**src/rtl/fslcd_drv.sv**
```systemverilog
// Parallel-RGB LCD driver: 2-stage pixel/sync pipeline, width reduction and panel power/backlight sequencer.
// Optional ordered dither is enabled by defining FSLCD_DITHER_EN (needs C_IN_COMP_WIDTH - C_OUT_COMP_WIDTH >= 2).
module fslcd_drv #(
    parameter int C_IN_COMP_WIDTH  = 8,
    parameter int C_OUT_COMP_WIDTH = 6,
    parameter int C_PWR_DLY        = 1000000,
    parameter int C_BL_DLY         = 1000000,
    parameter int C_HSYNC_POL      = 1,
    parameter int C_VSYNC_POL      = 1
) (
    input  logic                          clk,
    input  logic                          resetn,
    input  logic                          lcd_en,
    input  logic                          vid_active,
    input  logic [3*C_IN_COMP_WIDTH-1:0]  vid_data,
    input  logic                          hsync,
    input  logic                          vsync,
    output logic                          clk_out,
    output logic [C_OUT_COMP_WIDTH-1:0]   r,
    output logic [C_OUT_COMP_WIDTH-1:0]   g,
    output logic [C_OUT_COMP_WIDTH-1:0]   b,
    output logic                          hsync_out,
    output logic                          vsync_out,
    output logic [3:0]                    ctrl_out,
    output logic                          pwr_ready
);
    localparam int W     = C_IN_COMP_WIDTH;
    localparam int WO    = C_OUT_COMP_WIDTH;
    localparam int CNT_W = (C_PWR_DLY > C_BL_DLY) ? $clog2(C_PWR_DLY + 1) : $clog2(C_BL_DLY + 1);
    localparam logic [CNT_W-1:0] PWR_LOAD = CNT_W'(C_PWR_DLY - 1);
    localparam logic [CNT_W-1:0] BL_LOAD  = CNT_W'(C_BL_DLY - 1);
    localparam logic HS_ACT = (C_HSYNC_POL != 0) ? 1'b1 : 1'b0;
    localparam logic VS_ACT = (C_VSYNC_POL != 0) ? 1'b1 : 1'b0;

    typedef enum logic [2:0] {
        ST_OFF    = 3'd0,
        ST_PWR_UP = 3'd1,
        ST_BL_UP  = 3'd2,
        ST_RUN    = 3'd3,
        ST_BL_DN  = 3'd4,
        ST_PWR_DN = 3'd5
    } state_t;

    logic [1:0]       rst_sync_r;
    logic             rst_n_s;
    state_t           state_r;
    logic [CNT_W-1:0] cnt_r;
    logic             pwr_r;
    logic             bl_r;
    logic             ready_r;
    logic             de_r;
    logic             act_s1_r;
    logic             hs_s1_r;
    logic             vs_s1_r;
    logic [3*W-1:0]   pix_s1_r;

    assign clk_out   = clk;
    assign rst_n_s   = rst_sync_r[1];
    assign ctrl_out  = {1'b0, bl_r, pwr_r, de_r};
    assign pwr_ready = ready_r;

    // Reset synchronizer: asserts immediately, releases on the second clock edge.
    always_ff @(posedge clk or negedge resetn) begin
        if (!resetn) begin
            rst_sync_r <= 2'b00;
        end else begin
            rst_sync_r <= {rst_sync_r[0], 1'b1};
        end
    end

    // Power/backlight sequencer; control pins are registered from the current state.
    always_ff @(posedge clk or negedge rst_n_s) begin
        if (!rst_n_s) begin
            state_r <= ST_OFF;
            cnt_r   <= '0;
            pwr_r   <= 1'b0;
            bl_r    <= 1'b0;
            ready_r <= 1'b0;
        end else begin
            pwr_r   <= (state_r != ST_OFF);
            bl_r    <= (state_r == ST_BL_UP) || (state_r == ST_RUN) || (state_r == ST_BL_DN);
            ready_r <= (state_r == ST_RUN);
            case (state_r)
                ST_OFF: begin
                    if (lcd_en) begin
                        state_r <= ST_PWR_UP;
                        cnt_r   <= PWR_LOAD;
                    end
                end
                ST_PWR_UP: begin
                    // An abort here ramps power down for the full power delay.
                    if (!lcd_en) begin
                        state_r <= ST_PWR_DN;
                        cnt_r   <= PWR_LOAD;
                    end else if (cnt_r == '0) begin
                        state_r <= ST_BL_UP;
                        cnt_r   <= BL_LOAD;
                    end else begin
                        cnt_r <= cnt_r - 1'b1;
                    end
                end
                ST_BL_UP: begin
                    if (!lcd_en) begin
                        state_r <= ST_BL_DN;
                        cnt_r   <= BL_LOAD;
                    end else if (cnt_r == '0) begin
                        state_r <= ST_RUN;
                    end else begin
                        cnt_r <= cnt_r - 1'b1;
                    end
                end
                ST_RUN: begin
                    if (!lcd_en) begin
                        state_r <= ST_BL_DN;
                        cnt_r   <= BL_LOAD;
                    end
                end
                ST_BL_DN: begin
                    if (cnt_r == '0) begin
                        state_r <= ST_PWR_DN;
                        cnt_r   <= PWR_LOAD;
                    end else begin
                        cnt_r <= cnt_r - 1'b1;
                    end
                end
                ST_PWR_DN: begin
                    if (cnt_r == '0) begin
                        state_r <= ST_OFF;
                    end else begin
                        cnt_r <= cnt_r - 1'b1;
                    end
                end
                default: begin
                    state_r <= ST_OFF;
                    cnt_r   <= '0;
                end
            endcase
        end
    end

`ifdef FSLCD_DITHER_EN
    logic       col_r;
    logic       line_r;
    logic       frame_r;
    logic       dx_s;
    logic [1:0] bay_s;

    function automatic logic [W-1:0] dith(input logic [W-1:0] c, input logic [1:0] bay);
        logic [W:0] off;
        logic [W:0] sum;
        off = (W+1)'(bay) << (W - WO - 2);
        sum = {1'b0, c} + off;
        return sum[W] ? {W{1'b1}} : sum[W-1:0];
    endfunction

    assign dx_s = col_r ^ frame_r;

    // 2x2 Bayer threshold for the current pixel position.
    always_comb begin
        bay_s = 2'd0;
        case ({line_r, dx_s})
            2'b00:   bay_s = 2'd0;
            2'b01:   bay_s = 2'd2;
            2'b10:   bay_s = 2'd3;
            2'b11:   bay_s = 2'd1;
            default: bay_s = 2'd0;
        endcase
    end

    // Pixel position parity; act_s1_r/vs_s1_r double as the previous-cycle inputs for edge detection.
    always_ff @(posedge clk or negedge rst_n_s) begin
        if (!rst_n_s) begin
            col_r   <= 1'b0;
            line_r  <= 1'b0;
            frame_r <= 1'b0;
        end else begin
            col_r <= vid_active ? ~col_r : 1'b0;
            if (vsync && !vs_s1_r) begin
                line_r  <= 1'b0;
                frame_r <= ~frame_r;
            end else if (act_s1_r && !vid_active) begin
                line_r <= ~line_r;
            end
        end
    end
`endif

    // Stage 1: capture controls and (optionally dithered) pixel components.
    always_ff @(posedge clk or negedge rst_n_s) begin
        if (!rst_n_s) begin
            act_s1_r <= 1'b0;
            hs_s1_r  <= 1'b0;
            vs_s1_r  <= 1'b0;
            pix_s1_r <= '0;
        end else begin
            act_s1_r <= vid_active;
            hs_s1_r  <= hsync;
            vs_s1_r  <= vsync;
`ifdef FSLCD_DITHER_EN
            pix_s1_r <= {dith(vid_data[3*W-1 -: W], bay_s),
                         dith(vid_data[2*W-1 -: W], bay_s),
                         dith(vid_data[W-1 -: W], bay_s)};
`else
            pix_s1_r <= vid_data;
`endif
        end
    end

    // Stage 2: truncate and drive panel pins, blanked and syncs idle outside RUN.
    always_ff @(posedge clk or negedge rst_n_s) begin
        if (!rst_n_s) begin
            r         <= '0;
            g         <= '0;
            b         <= '0;
            de_r      <= 1'b0;
            hsync_out <= ~HS_ACT;
            vsync_out <= ~VS_ACT;
        end else if (state_r == ST_RUN) begin
            r         <= pix_s1_r[3*W-1 -: WO];
            g         <= pix_s1_r[2*W-1 -: WO];
            b         <= pix_s1_r[W-1 -: WO];
            de_r      <= act_s1_r;
            hsync_out <= hs_s1_r ? HS_ACT : ~HS_ACT;
            vsync_out <= vs_s1_r ? VS_ACT : ~VS_ACT;
        end else begin
            r         <= '0;
            g         <= '0;
            b         <= '0;
            de_r      <= 1'b0;
            hsync_out <= ~HS_ACT;
            vsync_out <= ~VS_ACT;
        end
    end
endmodule

```
**config.mk**
```make
export PLATFORM = sky130hd
export DESIGN_NAME = fslcd_drv
export DESIGN_NICKNAME = d
export VERILOG_FILES = /design/src/rtl/fslcd_drv.sv
export SDC_FILE = /design/constraint.sdc
export NUM_CORES = 1
export LEC_CHECK = 0
export BUFFER_PORTS_ARGS = -buffer_cell sky130_fd_sc_hd__buf_4
export CAP_MARGIN = 40
export CORE_MARGIN = 1.5
export CORE_UTILIZATION = 56
export DETAILED_ROUTE_END_ITERATION = 10
export PLACE_DENSITY = 0.9
export SLEW_MARGIN = 20
export SYNTH_ARGS = -nofsm -noshare
export SYNTH_HDL_FRONTEND = slang
export SYNTH_SLANG_ARGS = --single-unit
```
**constraint.sdc**
```tcl
create_clock -name clk -period 2.9 [get_ports clk]
set_clock_uncertainty 0.1 [all_clocks]
set_input_delay 0.435 -clock clk [delete_from_list [all_inputs] [get_ports clk]]
set_output_delay 0.435 -clock clk [all_outputs]
set_load 0.01 [all_outputs]
```
==> flow_metrics.tcl <==
set metrics [dict create \
    grt_pass1_vias 2883 \
    clk_latency_ps 470 \
    crit_chain "or3_1 -> or4_4 -> o21ai_1 -> and4b_1 -> o2bb2ai_1" \
    die_x_um 79.9 \
    yosysTopAreaCell "dfrtp_1" \
    routedWlPerCell_um 20.6 \
    dp_hpwl_um 5760 \
    placed_cell_area_mm2 0.00374 \
    min_path_type "flop to asynchronous set/reset pin" \
    worstPathRequired_ps 3140 \
    vias_per_cell 6.53 \
    drcViolationCount 0 \
    final_layout_size_suffix_gt1_frac 0.244 \
    port_buffers 48 \
    power.density_mw_per_mm2 718 \
    postRouteAntennaNets 0 \
    synth_seq_area_share 0.529 \
    dp.cells 432 \
    ys_top_cells_by_count "dfrtp_1 (70), nand2_1 (23), and3_1 (21), nor2_1 (18), o21ai_0 (17)" \
    cp.depth 5 \
    status "completed" \
    grt_pass1_wl_um 15100 \
    antenna_found_initial 0 \
    max_stage_delay_ps 660 \
    fin_setup_tns_ps 0 \
    clk_pin_slew_ps 90 \
    syn_area_per_cell_um2 10.3 \
    finalCritPeriodShare 0.932 \
    synth_cell_types 65 \
    crit-reg2reg-launch "cnt_r[16]" \
    crit_buf_inv 0 \
    synth_area_leaders "dfrtp_1 (53%), and3_1 (4.0%), nand2_1 (2.6%)" \
    ys.flop_type "dfrtp_1" \
    hold_slack_ps 159 \
    netlist.area_leader.share 0.529 \
    grt_util_all_layers 0.328 \
    antenna_cells 0 \
    end_kind "flop" \
    cts_tree "done" \
    synth-seq-cells 70 \
    critPathLaunch "cnt_r[16]" \
    min_period_ps 2700 \
    crit_path_top_delay_cell "or4_4" \
    yosysMostFrequentCell "dfrtp_1" \
    fmax_mhz 370 \
    setup_viol 0 \
    crit_path_end "cnt_r[6]" \
    fp-row-count 27 \
    syn_inst 323 \
    final_area_mm2 0.00421 \
    globalRoute.totalOverflow 0 \
    floorplan.io_pins 56 \
    r2r_slack_ps 200 \
    nets 429 \
    wl_um 9760 \
    synthArstFlopShare 1.00 \
    rr_worst_depth 5 \
    fillers 369 \
    ir_drop_uv 425 \
    critical_path.startpoint_type "flop" \
    cts_resized 0 \
    dr.pass1.iters 7 \
    rr_endpoint "cnt_r[6]" \
    syn_area_mm2 0.00331 \
    dieArea_mm2 0.00639 \
    syn_to_final_growth_pct 27.1 \
    drt_iter0_drc 443 \
    grt_max_degree 27 \
    die_h_um 79.9 \
    critPathMaxFanout 11 \
    p_leak_nw 1.94 \
    rsz0062_at_grt "false" \
    tightestPinTransition_ps 726 \
    hold_viol 0 \
    layout.cells.non_filler 473 \
    initial_core_util 0.591 \
    worstPathArrival_ps 2940 \
    routabilityCongestion 0.913 \
    power_mw 3.02 \
    slew_headroom 0.504 \
    drv_slew 0 \
    path_class "flop to flop" \
    syn-num-nets 356 \
    core_mm2 0.00561 \
    cp_top_family "simple AND/OR/NAND/NOR gates" \
    yosys_warnings 0 \
    cap_violations 0 \
    vias 3091 \
    synth_edf_count 0 \
]
worst reg2reg max path, cell delays in order, from the launching register on:
cell and delay (ps):
dfrtp_1 460, or3_1 500, or4_4 660, o21ai_1 390
and4b_1 380, o2bb2ai_1 100
worst min path at each step:
stage          depth (start not counted)            end           from
3_5_place_dp                           1  rst_sync_r[0]         resetn
6_report                               0   pix_s1_r[14]  rst_sync_r[1]
4_1_cts                                0   pix_s1_r[13]  rst_sync_r[1]
3_3_place_gp                           1  rst_sync_r[0]         resetn
2_1_floorplan                          0  rst_sync_r[0]         resetn
5_1_grt                                2  rst_sync_r[0]         resetn
cells in the final DEF (no fill, tap or decap), types with 3 or more instances in the layout:
cell type and count:
a211o_1 3, a211oi_1 3, a21boi_0 3, a21o_1 7
a21oi_1 13, a31oi_1 4, a32oi_1 3, and3_1 21
buf_4 62, clkbuf_8 13, dfrtp_1 69, dlygate4sd3_1 22
ha_1 3, inv_1 8, nand2_1 23, nand3_1 9
nand3b_1 3, nand4_1 4, nor2_1 18, nor2b_1 3
nor3_1 10, nor4_1 7, o21ai_0 17, o21ai_1 3
o22ai_1 6, o31ai_1 3, or3_1 5, or4_4 4
flip-flops by register name, summed over array words and instances, names as in the netlist:
register,flops
pwr_ready,1
hs_s1_r,1
vs_s1_r,1
r,6
de_r,1
bl_r,1
b,6
g,6
vsync_out,1
pwr_r,1
state_r,3
rst_sync_r,2
act_s1_r,1
pix_s1_r,18
hsync_out,1
cnt_r,20
logic make-up after synthesis:
kind of cell               after synthesis  synth area share
adders and majority gates                3            0.0113
muxes                                    1           0.00302
xor gates and xnor gates                 4            0.0106
DFF                                     70             0.529
AOI/OAI and AO/OA                       87             0.186
buffers and inverters                   34            0.0487
and+or+nand+nor                        122             0.210
other                                    2           0.00227
report_power, final:
part	leakage, nW	switching, mW	internal [mW]	total, mW
logic	0.946	0.392	0.340	0.732
registers	0.868	0.212	1.11	1.32
clock network	0.130	0.436	0.531	0.967
total	1.94	1.04	1.98	3.02
metal layers:
metal,share of wire,track usage,vias up
met2,0.48,0.505,254
met1,0.35,0.383,1435
li1,-,-,1335
met4,0.075,0.269,0
met3,0.095,0.0857,67
met5,0,0,-
timing repair:
action                                  in CTS  in global routing
setup buffers                                0                  0
hold endpoints to repair                    23                  0
endpoints found under the setup margin       0                  0
hold buffers                                22                  0
cell type report:
class	count	area [um2]	share of cell area
clock buffer	14	186	0.0443
clock inverter	6	68.8	0.0163
inverter	9	33.8	0.00802
multi-input combinational	219	1400	0.333
sequential	70	1750	0.416
tap	72	90.1	0.0214
timing repair buffer	83	678	0.161
per-stage QoR:
stage,worst slack [ps],util
after floorplan,495,-
after global placement,324,0.668
after detailed placement,283,0.668
after CTS,265,0.751
after global routing,131,0.751
final,196,0.751
No activity file was read; power rests on OpenSTA's default activity.
